==> config.mk <==
export PLATFORM = sky130hd
export DESIGN_NAME = seg7_scan_driver
export DESIGN_NICKNAME = d
export VERILOG_FILES = /design/src/rtl/seg7_scan_driver.sv
export SDC_FILE = /design/constraint.sdc
export NUM_CORES = 1
export LEC_CHECK = 0
export CAP_MARGIN = 30
export CORE_UTILIZATION = 50
export CTS_BUF_LIST = sky130_fd_sc_hd__clkbuf_4
export CTS_CLUSTER_SIZE = 24
export DETAILED_ROUTE_END_ITERATION = 7
export GPL_TIMING_DRIVEN = 0
export PLACE_DENSITY = 0.78
export REMOVE_ABC_BUFFERS = 1
export SLEW_MARGIN = 25
export SYNTH_ARGS = -nofsm -noshare
export SYNTH_HDL_FRONTEND = slang
export SYNTH_SLANG_ARGS = --single-unit
==> constraint.sdc <==
create_clock -name clk -period 4.61 [get_ports clk]
set_clock_uncertainty 0.15 [all_clocks]
set_input_delay 0.922 -clock clk [delete_from_list [all_inputs] [get_ports clk]]
set_output_delay 0.922 -clock clk [all_outputs]
set_load 0.02 [all_outputs]
==> src/rtl/seg7_scan_driver.sv <==
// Time-multiplexed 7-segment scan driver with per-frame digit snapshot.
// Optional leading-zero suppression is enabled by defining SEG7_LZ_BLANK_EN.
module seg7_scan_driver #(
    parameter int NUM_DIGITS = 4,
    parameter int DIGIT_BITS = 4,
    parameter int SCAN_DIV   = 100000,
    parameter int ACTIVE_LOW = 1
) (
    input  logic                             clk,
    input  logic                             rst,
    input  logic [NUM_DIGITS*DIGIT_BITS-1:0] digits_in,
    input  logic [NUM_DIGITS-1:0]            dp_in,
    input  logic                             blank,
    output logic [6:0]                       seg_out,
    output logic                             dp_out,
    output logic [NUM_DIGITS-1:0]            an_out,
    output logic                             frame_start
);

    localparam int IDX_W = (NUM_DIGITS > 1) ? $clog2(NUM_DIGITS) : 1;
    localparam int DIV_W = (SCAN_DIV > 1) ? $clog2(SCAN_DIV) : 1;
    localparam logic [DIV_W-1:0] DIV_LAST = DIV_W'(SCAN_DIV - 1);
    localparam logic [IDX_W-1:0] IDX_LAST = IDX_W'(NUM_DIGITS - 1);

    logic [DIV_W-1:0]                div_p0;
    logic [IDX_W-1:0]                idx_p0;
    logic [NUM_DIGITS*DIGIT_BITS-1:0] snap_p0;
    logic [NUM_DIGITS-1:0]           dp_snap_p0;

    logic [NUM_DIGITS*DIGIT_BITS-1:0] sel_digits;
    logic [NUM_DIGITS-1:0]           sel_dp;
    logic [DIGIT_BITS-1:0]           cur_digit;
    logic                            cur_dp;
    logic [NUM_DIGITS-1:0]           an_onehot;
    logic                            lz_blank;
    logic                            zero_run;

    logic [6:0]                      seg_p1;
    logic                            dp_p1;
    logic [NUM_DIGITS-1:0]           an_p1;

    function automatic logic [6:0] decode_seg(input logic [DIGIT_BITS-1:0] d);
        logic [6:0] s;
        case (int'(d))
            0:       s = 7'h3F;
            1:       s = 7'h06;
            2:       s = 7'h5B;
            3:       s = 7'h4F;
            4:       s = 7'h66;
            5:       s = 7'h6D;
            6:       s = 7'h7D;
            7:       s = 7'h07;
            8:       s = 7'h7F;
            9:       s = 7'h6F;
            default: s = 7'h40;
        endcase
        return s;
    endfunction

    assign frame_start = (div_p0 == '0) && (idx_p0 == '0);

    // Stage p0: pick live inputs on the frame's first cycle, snapshot otherwise
    always_comb begin
        sel_digits = frame_start ? digits_in : snap_p0;
        sel_dp     = frame_start ? dp_in     : dp_snap_p0;
        cur_digit  = '0;
        cur_dp     = 1'b0;
        an_onehot  = '0;
        for (int k = 0; k < NUM_DIGITS; k++) begin
            if (idx_p0 == IDX_W'(k)) begin
                cur_digit    = sel_digits[k*DIGIT_BITS +: DIGIT_BITS];
                cur_dp       = sel_dp[k];
                an_onehot[k] = 1'b1;
            end
        end
    end

    always_comb begin
        lz_blank = 1'b0;
        zero_run = 1'b1;
`ifdef SEG7_LZ_BLANK_EN
        for (int k = NUM_DIGITS - 1; k >= 1; k--) begin
            zero_run = zero_run && (sel_digits[k*DIGIT_BITS +: DIGIT_BITS] == '0) && !sel_dp[k];
            if (idx_p0 == IDX_W'(k))
                lz_blank = zero_run;
        end
`endif
    end

    always_ff @(posedge clk) begin
        if (rst) begin
            div_p0     <= '0;
            idx_p0     <= '0;
            snap_p0    <= '0;
            dp_snap_p0 <= '0;
        end else begin
            if (div_p0 == DIV_LAST) begin
                div_p0 <= '0;
                idx_p0 <= (idx_p0 == IDX_LAST) ? '0 : idx_p0 + 1'b1;
            end else begin
                div_p0 <= div_p0 + 1'b1;
            end
            if (frame_start) begin
                snap_p0    <= digits_in;
                dp_snap_p0 <= dp_in;
            end
        end
    end

    // Stage p1: registered display drive, internally active-high
    always_ff @(posedge clk) begin
        if (rst) begin
            seg_p1 <= '0;
            dp_p1  <= 1'b0;
            an_p1  <= '0;
        end else begin
            an_p1  <= blank ? '0 : an_onehot;
            seg_p1 <= (blank || lz_blank) ? 7'h00 : decode_seg(cur_digit);
            dp_p1  <= !(blank || lz_blank) && cur_dp;
        end
    end

    assign seg_out = (ACTIVE_LOW != 0) ? ~seg_p1 : seg_p1;
    assign dp_out  = (ACTIVE_LOW != 0) ? ~dp_p1  : dp_p1;
    assign an_out  = (ACTIVE_LOW != 0) ? ~an_p1  : an_p1;

endmodule

Word-level counts from Yosys, hierarchy flattened
Memories as Yosys holds them, arrays and structs flattened. A register that Yosys moved wholly into a read port is not among the register bits.
Index checks and enable logic that the tools add are counted.

word-level totals
  bits in registers = 44
  memory bits (read-only) = 112
  memories kept = 1
  input port bits = 23
  word-level logic and storage cells = 38

memories
  memory            depth  width  rd ports  clocked after Yosys merged registers in  write ports  line  source
  (name not given)  16     7      1         1                                        0            44    case (int'(d))

cells by class
  muxes and demuxes = 15
  bitwise gates (word level) = 3
  add/sub/neg operators = 2
  reduce and logical (&&, ||, !) cells = 7
  equality and inequality tests = 4

operator list
  operator                                                               count
  4-bit 2-to-1 mux                                                       5
  17-bit by 1-bit adder with 17-bit output, second input constant        1
  17-bit equality test, second input constant                            1
  17-bit logical NOT                                                     1
  16-bit 2-to-1 mux                                                      1
  1-bit 2-to-1 mux                                                       8
  7-bit NOT                                                              1
  2-bit equality test, second input constant                             2
  4-bit NOT                                                              1
  2-bit OR reduction                                                     2
  2-bit by 1-bit adder with 2-bit output, second input constant          1
  2-bit by 1-bit equality test with 1-bit output, second input constant  1
  1-bit logical AND                                                      2
  2-bit logical NOT                                                      1
  2-bit 2-to-1 mux                                                       1
  1-bit logical NOT                                                      1
  1-bit NOT                                                              1

Depth between registers and ports, before layout
Gate-level depths: netlist of the first run.

  depth after elaboration = 8
  depth in mapped cells = 14
  depth with buffers taken out = 12

Worst setup path after synthesis of the first run
Ideal clock, no wire load.

  path type = register to register
  start point = register div_p0[0]
  end point = register seg_p1[1]
  period minus slack after synthesis = 2959 ps
  stages on the path, launching flop included = 13
  arrival = 2687 ps
  slack = 1651 ps
  required time = 4338 ps
  path buffers = 2
  cell sequence = dfxtp_1 inv_1 ha_1 or4b_1 buf_2 nor2_2 buf_2 o211ai_1 o211ai_1 inv_1 ha_1 o21ai_0 a21oi_1

on the way
  word-level cells in the longest chain between the ends = 7

RTL lines
  element                         line  source
  start: declaration              25    logic [DIV_W-1:0] div_p0;
  start signal: assignment        101   div_p0 <= div_p0 + 1'b1;
  17-bit logical NOT *            60    assign frame_start = (div_p0 == '0) && (idx_p0 == '0);
  1-bit logical AND *             60
  net frame_start                 17    output logic frame_start
  16-bit 2-to-1 mux *             n/a
  4-bit 2-to-1 mux (3 in series)  70    if (idx_p0 == IDX_W'(k)) begin
  4-bit 2-to-1 mux *              70
  end: declaration                38    logic [6:0] seg_p1;

Mark *: on every way through the listed nets, which the timed path passes. The rest lies on a longest branch.
A chain may end at the register's enable or synchronous reset.

Final worst setup path of the first run
  start point = register div_p0[13]
  end point = output port frame_start

on the way
  word-level cells in the longest chain between the ends = 2

RTL lines
  element             line
  17-bit logical NOT  60
  1-bit logical AND   60
  end: declaration    17

No other way between the ends.

==> results.json, run 1 <==
{
  "wl_met1_mm": 2.45,
  "hold_class": "register to register",
  "gp_routability_congestion": 0.818,
  "yosys-top-cells-area": "dfxtp_1 (41%), ha_1 (6.1%), nand3_1 (6.1%), a21oi_1 (5.3%), o21ai_0 (3.9%)",
  "hold_violations": 0,
  "cts_hold_buf": 0,
  "synth_cell_types": 45,
  "path_clk_slew_ps": 140,
  "initial_utilization_pct": 52.3,
  "relSlewSlack_pct": 37.6,
  "place_area_sq_um": 2850,
  "power_density_nw_per_um2": 291,
  "cap_violations": 0,
  "worst_ir_drop_vdd_mv": 0.164,
  "die_w_um": 72.3,
  "ys_seq_area_share_pct": 41.4,
  "place_ws_ps": 742,
  "cts_made_buffers": 5,
  "clock.fmax_mhz": 231,
  "die-area_sq_um": 5220,
  "crit_required_ps": 3540,
  "dp_hpwl_mm": 3.66,
  "first_global_vias": 1830,
  "synth_top_cell_by_area": "dfxtp_1",
  "grt_max_degree": 27,
  "setup_viol": 0,
  "drive_gt1_share_pct": 4.92,
  "leakagePower_nw": 1.12,
  "postRouteAntennaNets": 0,
  "crit_type": "register to primary output",
  "grt_pass1_wl_mm": 8.38,
  "fp-row-count": 25,
  "ys.flop_type": "dfxtp_1",
  "cts.sinks": 51,
  "layout.nets": 360,
  "dr.pass1.iters": 4,
  "grt_use_total_pct": 20.3,
  "met3_length_um": 208,
  "synth_edf_count": 0,
  "port_buffers": 35,
  "cts.path.max_buffers": 2,
  "synth_top_area_share_pct": 41.4,
  "crit_fanout": 17,
  "postLayoutCellArea_sq_um": 2890,
  "p_total_w": 0.000841,
  "io-pin-count": 36,
  "worst_pin_slew_ps": 934,
  "rsz0062_at_grt": "false",
  "tns_ps": 0,
  "routed.top_layer": "met4",
  "post_cts_buffers": 0,
  "period_needed_ps": 4330,
  "fin_crit_sh_pct": 94.0,
  "maxSlewViolCount": 0,
  "vias_per_cell": 5.30,
  "syn_avg_cell_area_sq_um": 8.31,
  "antenna_found_initial": 0,
  "ys_ff_latch": 51,
  "root_buffer": "clkbuf_4",
  "wire_per_inst_um": 13.0,
  "dieHeight_um": 72.3,
  "async_flop_share_pct": 0,
  "cts_resized": 0,
  "clock_latency_ps": 360,
  "htree_levels": 2,
  "setup_slack_ps": 276,
  "wirelength_mm": 5.11,
  "grt_overflow": 0,
  "crit_arrival_ps": 3260,
  "met2RoutedLength_mm": 2.41,
  "postSynthCellCount": 297,
  "drt_iter0_markers": 124,
  "status": "finished, final reports clean",
  "vias": 2079,
  "area_delta_synth_final_pct": 17.1,
  "syn_area_sq_um": 2470,
  "cts_tree": "done",
  "drc": 0,
  "n_antenna_cell": 0,
  "startpoint_type": "register",
  "critPathCaptureType": "primary output",
  "synth_warnings": 0,
  "core-area_sq_um": 4720
}
==> through the flow <==
step / util [%] / instances / hold WS (ps)
6_report: 61.2 / 392 / 339
5_1_grt: 61.2 / 392 / 353
4_1_cts: 61.2 / 392 / 337
3_5_place_dp: 60.2 / 385 / 316
3_3_place_gp: 60.0 / 384 / 308
2_1_floorplan: - / 282 / 292
==> kinds of logic after synthesis <==
group / share of synthesized area, %
flops: 41.4
mux: 4.11
compound gates: 15.5
buf+inv: 6.59
xor+xnor: 3.90
fa+ha+maj: 6.08
simple gates: 22.5
==> report_power, final <==
part | switching (W) | internal, W | total [W]
Clock | 0.000132 | 0.0000544 | 0.000187
Sequential | 0.00000791 | 0.000467 | 0.000474
Combinational | 0.0000988 | 0.0000812 | 0.000180
==> final timing paths <==
path                                  from           to  slack (ps)  depth (start not counted)
worst min register to register  snap_p0[7]   snap_p0[7]         340                          2
worst min-delay path            snap_p0[7]   snap_p0[7]         340                          2
worst max register to register  div_p0[13]    seg_p1[1]         780                          9
worst max-delay path            div_p0[13]  frame_start         280                          4
==> area by class of cell <==
type                            count  area [sq um]
Fill cell                         425          1830
Multi-Input combinational cell    206          1290
Sequential cell                    51          1020
Timing Repair Buffer               36           355
Inverter                           25          93.8
Tap cell                           67          83.8
Clock buffer                        5          37.5
Clock inverter                      2          8.76
==> state kept, by name (all words and copies together), names as in the netlist <==
signal      flops
dp_p1           1
an_p1           4
seg_p1          7
snap_p0        16
div_p0         17
dp_snap_p0      4
idx_p0          2
==> critical path, cell delays in order (launching register included) <==
cell and delay, ps:
dfxtp_1 370, nor4_1 440, nand4_1 650, nor2_2 720, clkdlybuf4s50_1 730
==> cells in the mapped netlist (4+ instances only) <==
library cell and instances:
inv_1 25, buf_2 4, clkbuf_1 10, xor2_1 7
o21ai_0 19, dfxtp_1 51, xnor2_1 4, nand3_1 30
nor2_1 25, nand4_1 5, or3_1 4, o211ai_1 6
a21oi_1 26, mux2i_1 9, ha_1 12, nand2_1 17
and2_1 4
==> metal layers <==
metal	global-route usage, %	vias to the layer above
met1	26.9	964
met2	33.7	39
met4	5.01	0
met5	0	-
met3	4.31	6
li1	-	1070
==> cells in the final DEF, fill, tap and decap left out, drive strengths merged, types with 3 or more instances in the layout <==
cell and n:
a21oi 26, mux2i 9, clkdlybuf4s50 35, ha 12, nor2 26, and2 4, nand4 5, xor2 7
and3 3, nor4 3, inv 25, xnor2 4, nand2 17, or3 4, clkbuf 5, o21ai 21
nor2b 3, o211ai 7, dfxtp 51, nand2b 3, nand3 30, nor3 3
(Power assumes the default switching activity.)
==> run 2, diff against run 1 <==
--- a/config.mk
+++ b/config.mk
@@ -7,7 +7,7 @@
 export LEC_CHECK = 0
 export CAP_MARGIN = 30
 export CORE_UTILIZATION = 50
-export CTS_BUF_LIST = sky130_fd_sc_hd__clkbuf_4
+export CTS_BUF_LIST = sky130_fd_sc_hd__clkbuf_16
 export CTS_CLUSTER_SIZE = 24
 export DETAILED_ROUTE_END_ITERATION = 7
 export GPL_TIMING_DRIVEN = 0
==> results.json, run 2 (synthesized netlist as in run 1, its figures left out) <==
{
  "status": "finished, final reports clean",
  "place_ws_ps": 742,
  "reg_top3": "div_p0: 17 flops, snap_p0: 16 flops, seg_p1: 7 flops",
  "vias": 2080,
  "first_global_vias": 1865,
  "worst_ir_drop_vdd_mv": 0.163,
  "htree_levels": 2,
  "startpoint_type": "register",
  "area_delta_synth_final_pct": 20.7,
  "worst_pin_slew_ps": 962,
  "cts_tree": "done",
  "intPower_w": 0.000743,
  "power_density_nw_per_um2": 336,
  "grt_max_degree": 27,
  "critPathCaptureType": "primary output",
  "fp-row-count": 25,
  "cts_made_buffers": 5,
  "cts.sinks": 51,
  "dr.pass1.iters": 4,
  "drc": 0,
  "crit_required_ps": 3540,
  "relSlewSlack_pct": 35.7,
  "switchingPower_w": 0.000257,
  "maxSlewViolCount": 0,
  "cts_resized": 0,
  "die_w_um": 72.3,
  "fill_cells": 412,
  "dp_hpwl_mm": 3.66,
  "grt_overflow": 0,
  "setup_viol": 0,
  "grt_pass1_wl_mm": 8.66,
  "rsz0062_at_grt": "false",
  "crit_type": "register to primary output",
  "initial_utilization_pct": 52.3,
  "cts_hold_buf": 0,
  "wire_per_inst_um": 13.5,
  "top_register": "div_p0",
  "crit_arrival_ps": 3150,
  "setup_slack_ps": 386,
  "gp_routability_congestion": 0.818,
  "core-area_sq_um": 4720,
  "cap_violations": 0,
  "post_cts_buffers": 0,
  "largest_register_ff_count": 17,
  "layout.nets": 360,
  "p_clk_share_pct": 34.4,
  "antenna_found_initial": 0,
  "sw_frac_of_total_pct": 25.7,
  "crit_fanout": 17,
  "io-pin-count": 36,
  "drive_gt1_share_pct": 4.92,
  "n_antenna_cell": 0,
  "power_frac_seq_pct": 47.5,
  "p_comb_share_pct": 18.2,
  "hold_class": "register to register",
  "wirelength_mm": 5.31,
  "path_clk_slew_ps": 60,
  "layout_common_cells": "dfxtp_1 (51), clkdlybuf4s50_1 (35), nand3_1 (30), a21oi_1 (26)",
  "drt_iter0_markers": 133,
  "fin_crit_sh_pct": 91.6,
  "clock.fmax_mhz": 237,
  "port_buffers": 35,
  "period_needed_ps": 4220,
  "dieHeight_um": 72.3,
  "postRouteAntennaNets": 0,
  "vias_per_cell": 5.31,
  "grt_use_total_pct": 21.2,
  "layout_commonest_cell": "dfxtp_1",
  "cts.path.max_buffers": 2,
  "die-area_sq_um": 5220,
  "leakagePower_nw": 1.16,
  "clock_latency_ps": 280,
  "root_buffer": "clkbuf_16",
  "hold_violations": 0,
  "tns_ps": 0
}
## run 2: changes by cell type in the layout (fill, tap and decap cells not counted)
| cell | delta |
|---|---|
| clkbuf_16 | +5 |
| clkbuf_4 | -5 |
## run 2: metal layers
metal / up-vias / share of wire [%] / global-route usage (%)
met5: - / 0 / 0
met4: 0 / 0.77 / 5.23
met3: 4 / 4.4 / 3.89
met2: 48 / 47 / 36.0
met1: 957 / 47 / 27.9
li1: 1071 / - / -
## run 2: power groups by stage
stage	combinational (W)	clock, W	sequential, W
2_1_floorplan	0.000114	0	0.000483
3_3_place_gp	0.000174	0	0.000484
3_5_place_dp	0.000179	0	0.000485
4_1_cts	0.000181	0.000350	0.000475
5_1_grt	0.000199	0.000370	0.000477
6_report	0.000182	0.000344	0.000475
## run 2: final cells by class
cell class / count / area, sq um / share of cell area (%)
tap: 67 / 83.8 / 2.81
clock buffer: 5 / 125 / 4.20
inverter: 25 / 93.8 / 3.15
multi-input combinational: 206 / 1290 / 43.3
timing repair buffer: 36 / 355 / 11.9
clock inverter: 2 / 8.76 / 0.294
sequential: 51 / 1020 / 34.3
## run 2: worst max-delay path: stages (launching register included)
cell             delay, ps
dfxtp_1                350
nor4_1                 430
nand4_1                640
nor2_2                 730
clkdlybuf4s50_1        730
## run 2: path summary, 6_finish.rpt
kind,start,endpoint,slack [ps],cells after the start
hold / removal,div_p0[0],div_p0[0],330,1
hold reg to reg,div_p0[0],div_p0[0],330,1
setup reg to reg,div_p0[13],seg_p1[1],760,9
setup / recovery,div_p0[13],frame_start,390,4
## run 2: stage by stage
step | instance area, sq um | power (W) | hold WS, ps | utilization [%] | instances
6_report | 2980 | 0.00100 | 330 | 63.1 | 392
5_1_grt | 2980 | 0.00105 | 343 | 63.1 | 392
4_1_cts | 2980 | 0.00101 | 328 | 63.1 | 392
3_5_place_dp | 2850 | 0.000664 | 316 | 60.2 | 385
3_3_place_gp | 2830 | 0.000658 | 308 | 60.0 | 384
2_1_floorplan | 2400 | 0.000597 | 292 | - | 282
==> run 3, diff against run 2 <==
--- a/config.mk
+++ b/config.mk
@@ -8,11 +8,11 @@
 export CAP_MARGIN = 30
 export CORE_UTILIZATION = 50
 export CTS_BUF_LIST = sky130_fd_sc_hd__clkbuf_16
+export CTS_CLUSTER_DIAMETER = 200
 export CTS_CLUSTER_SIZE = 24
 export DETAILED_ROUTE_END_ITERATION = 7
 export GPL_TIMING_DRIVEN = 0
 export PLACE_DENSITY = 0.78
-export REMOVE_ABC_BUFFERS = 1
 export SLEW_MARGIN = 25
 export SYNTH_ARGS = -nofsm -noshare
 export SYNTH_HDL_FRONTEND = slang
==> results.json, run 3 (synthesized netlist as in run 1, its figures left out) <==
{
  "status": "finished, final reports clean",
  "r2r_slack_ps": 1090,
  "drc": 0,
  "hold_depth": 2,
  "n_antenna_cell": 0,
  "ff_latch_area_sq_um": 1020,
  "dp_hpwl_mm": 3.98,
  "layout_commonest_cell": "dfxtp_1",
  "wire_per_inst_um": 13.2,
  "first_global_vias": 1966,
  "crit_fanout": 10,
  "tns_ps": 0,
  "root_buffer": "clkbuf_16",
  "max_stage_delay_ps": 640,
  "multi_input_area_sq_um": 1280,
  "worst_ir_drop_vdd_mv": 0.266,
  "htree_levels": 2,
  "maxSlewViolCount": 0,
  "postRouteAntennaNets": 0,
  "gp_routability_congestion": 0.828,
  "crit_type": "register to primary output",
  "slowest_stage": "clkdlybuf4s50_1",
  "hold_violations": 0,
  "initial_utilization_pct": 52.3,
  "hp-start": "snap_p0[5]",
  "vias_per_cell": 5.27,
  "crit_chain": "nor4_1 > nand4_1 > nor2_2 > buf_2 > clkdlybuf4s50_1",
  "fp-row-count": 25,
  "r2r-start": "div_p0[13]",
  "dieHeight_um": 72.3,
  "clock_latency_ps": 300,
  "critPathCaptureType": "primary output",
  "antenna_found_initial": 0,
  "cts_tree": "done",
  "cts_hold_buf": 0,
  "drt_iter0_markers": 137,
  "startpoint_type": "register",
  "cap_violations": 0,
  "dp_cells": 398,
  "die-area_sq_um": 5220,
  "io-pin-count": 36,
  "dr.pass1.iters": 4,
  "stdcell_count": 407,
  "grt_max_degree": 16,
  "vias": 2146,
  "post_cts_buffers": 0,
  "fin_crit_sh_pct": 84.3,
  "grt_overflow": 0,
  "cts_resized": 0,
  "timing.hold.ws_ps": 325,
  "reg_top3": "div_p0: 17 flops, snap_p0: 16 flops, seg_p1: 7 flops",
  "r2r_cells": 10,
  "layout_common_cells": "dfxtp_1 (51), clkdlybuf4s50_1 (34), nand3_1 (30), a21oi_1 (26)",
  "port_buffers": 34,
  "r2r_end": "seg_p1[1]",
  "layout.nets": 374,
  "setup_viol": 0,
  "core-area_sq_um": 4720,
  "synth_nets": 332,
  "cts.sinks": 51,
  "leakagePower_nw": 1.19,
  "crit_arrival_ps": 2810,
  "hold_class": "register to register",
  "drive_gt1_share_pct": 6.47,
  "grt_use_total_pct": 22.5,
  "power_density_nw_per_um2": 340,
  "die_w_um": 72.3,
  "cts_made_buffers": 5,
  "cts.path.max_buffers": 2,
  "wirelength_mm": 5.39,
  "area_delta_synth_final_pct": 23.1,
  "grt_pass1_wl_mm": 9.15,
  "crit_required_ps": 3540,
  "hold_end": "snap_p0[5]",
  "largest_register_ff_count": 17,
  "relSlewSlack_pct": 55.4,
  "worst_pin_slew_ps": 666,
  "fill_cells": 410,
  "final_core_util_pct": 64.3,
  "top_register": "div_p0",
  "clock.fmax_mhz": 257,
  "rsz0062_at_grt": "false",
  "path_clk_slew_ps": 70,
  "period_needed_ps": 3880
}
[run 3: worst max-delay path by stage]
| stage | from | endpoint | slack (ps) | depth (start not counted) |
|---|---|---|---|---|
| floorplan | div_p0[0] | seg_p1[1] | 1650 | 12 |
| global placement | div_p0[13] | frame_start | 1150 | 5 |
| detailed placement | div_p0[13] | frame_start | 1100 | 5 |
| CTS | div_p0[13] | frame_start | 770 | 5 |
| global route | div_p0[13] | frame_start | 630 | 5 |
| finish | div_p0[13] | frame_start | 730 | 5 |
[run 3: final cells by class]
class | count | area share (%)
buffer | 15 | 2.27
clock buffer | 5 | 4.12
clock inverter | 3 | 0.494
inverter | 25 | 3.09
multi-input combinational | 206 | 42.3
sequential | 51 | 33.6
tap | 67 | 2.76
timing repair buffer | 35 | 11.4
[run 3: routing by layer]
metal  GRT usage [%]  wire length, um
met3            3.33              192
met2            37.4             2510
met5               0                0
met1            29.9             2630
met4            7.41               55
[run 3: metrics by stage]
| step | area [sq um] | total power, W | setup WS (ps) |
|---|---|---|---|
| after floorplan | 2470 | 0.000607 | 1650 |
| after global placement | 2890 | 0.000667 | 1150 |
| after detailed placement | 2890 | 0.000673 | 1100 |
| after CTS | 3030 | 0.00103 | 768 |
| after global routing | 3040 | 0.00107 | 630 |
| final | 3040 | 0.00103 | 725 |
[run 3: critical path, delay by kind of cell (launching register included)]
| family | cells | cell delay (ps) |
|---|---|---|
| AND/OR/NAND/NOR | 3 | 1260 |
| buffers and inverters | 2 | 920 |
| flip-flops | 1 | 340 |
[run 3: power by group]
part | internal, W | switching (W) | total, W
Combinational | 0.0000870 | 0.000103 | 0.000190
Clock | 0.000199 | 0.000169 | 0.000367
Sequential | 0.000466 | 0.00000855 | 0.000475
Total | 0.000752 | 0.000281 | 0.00103
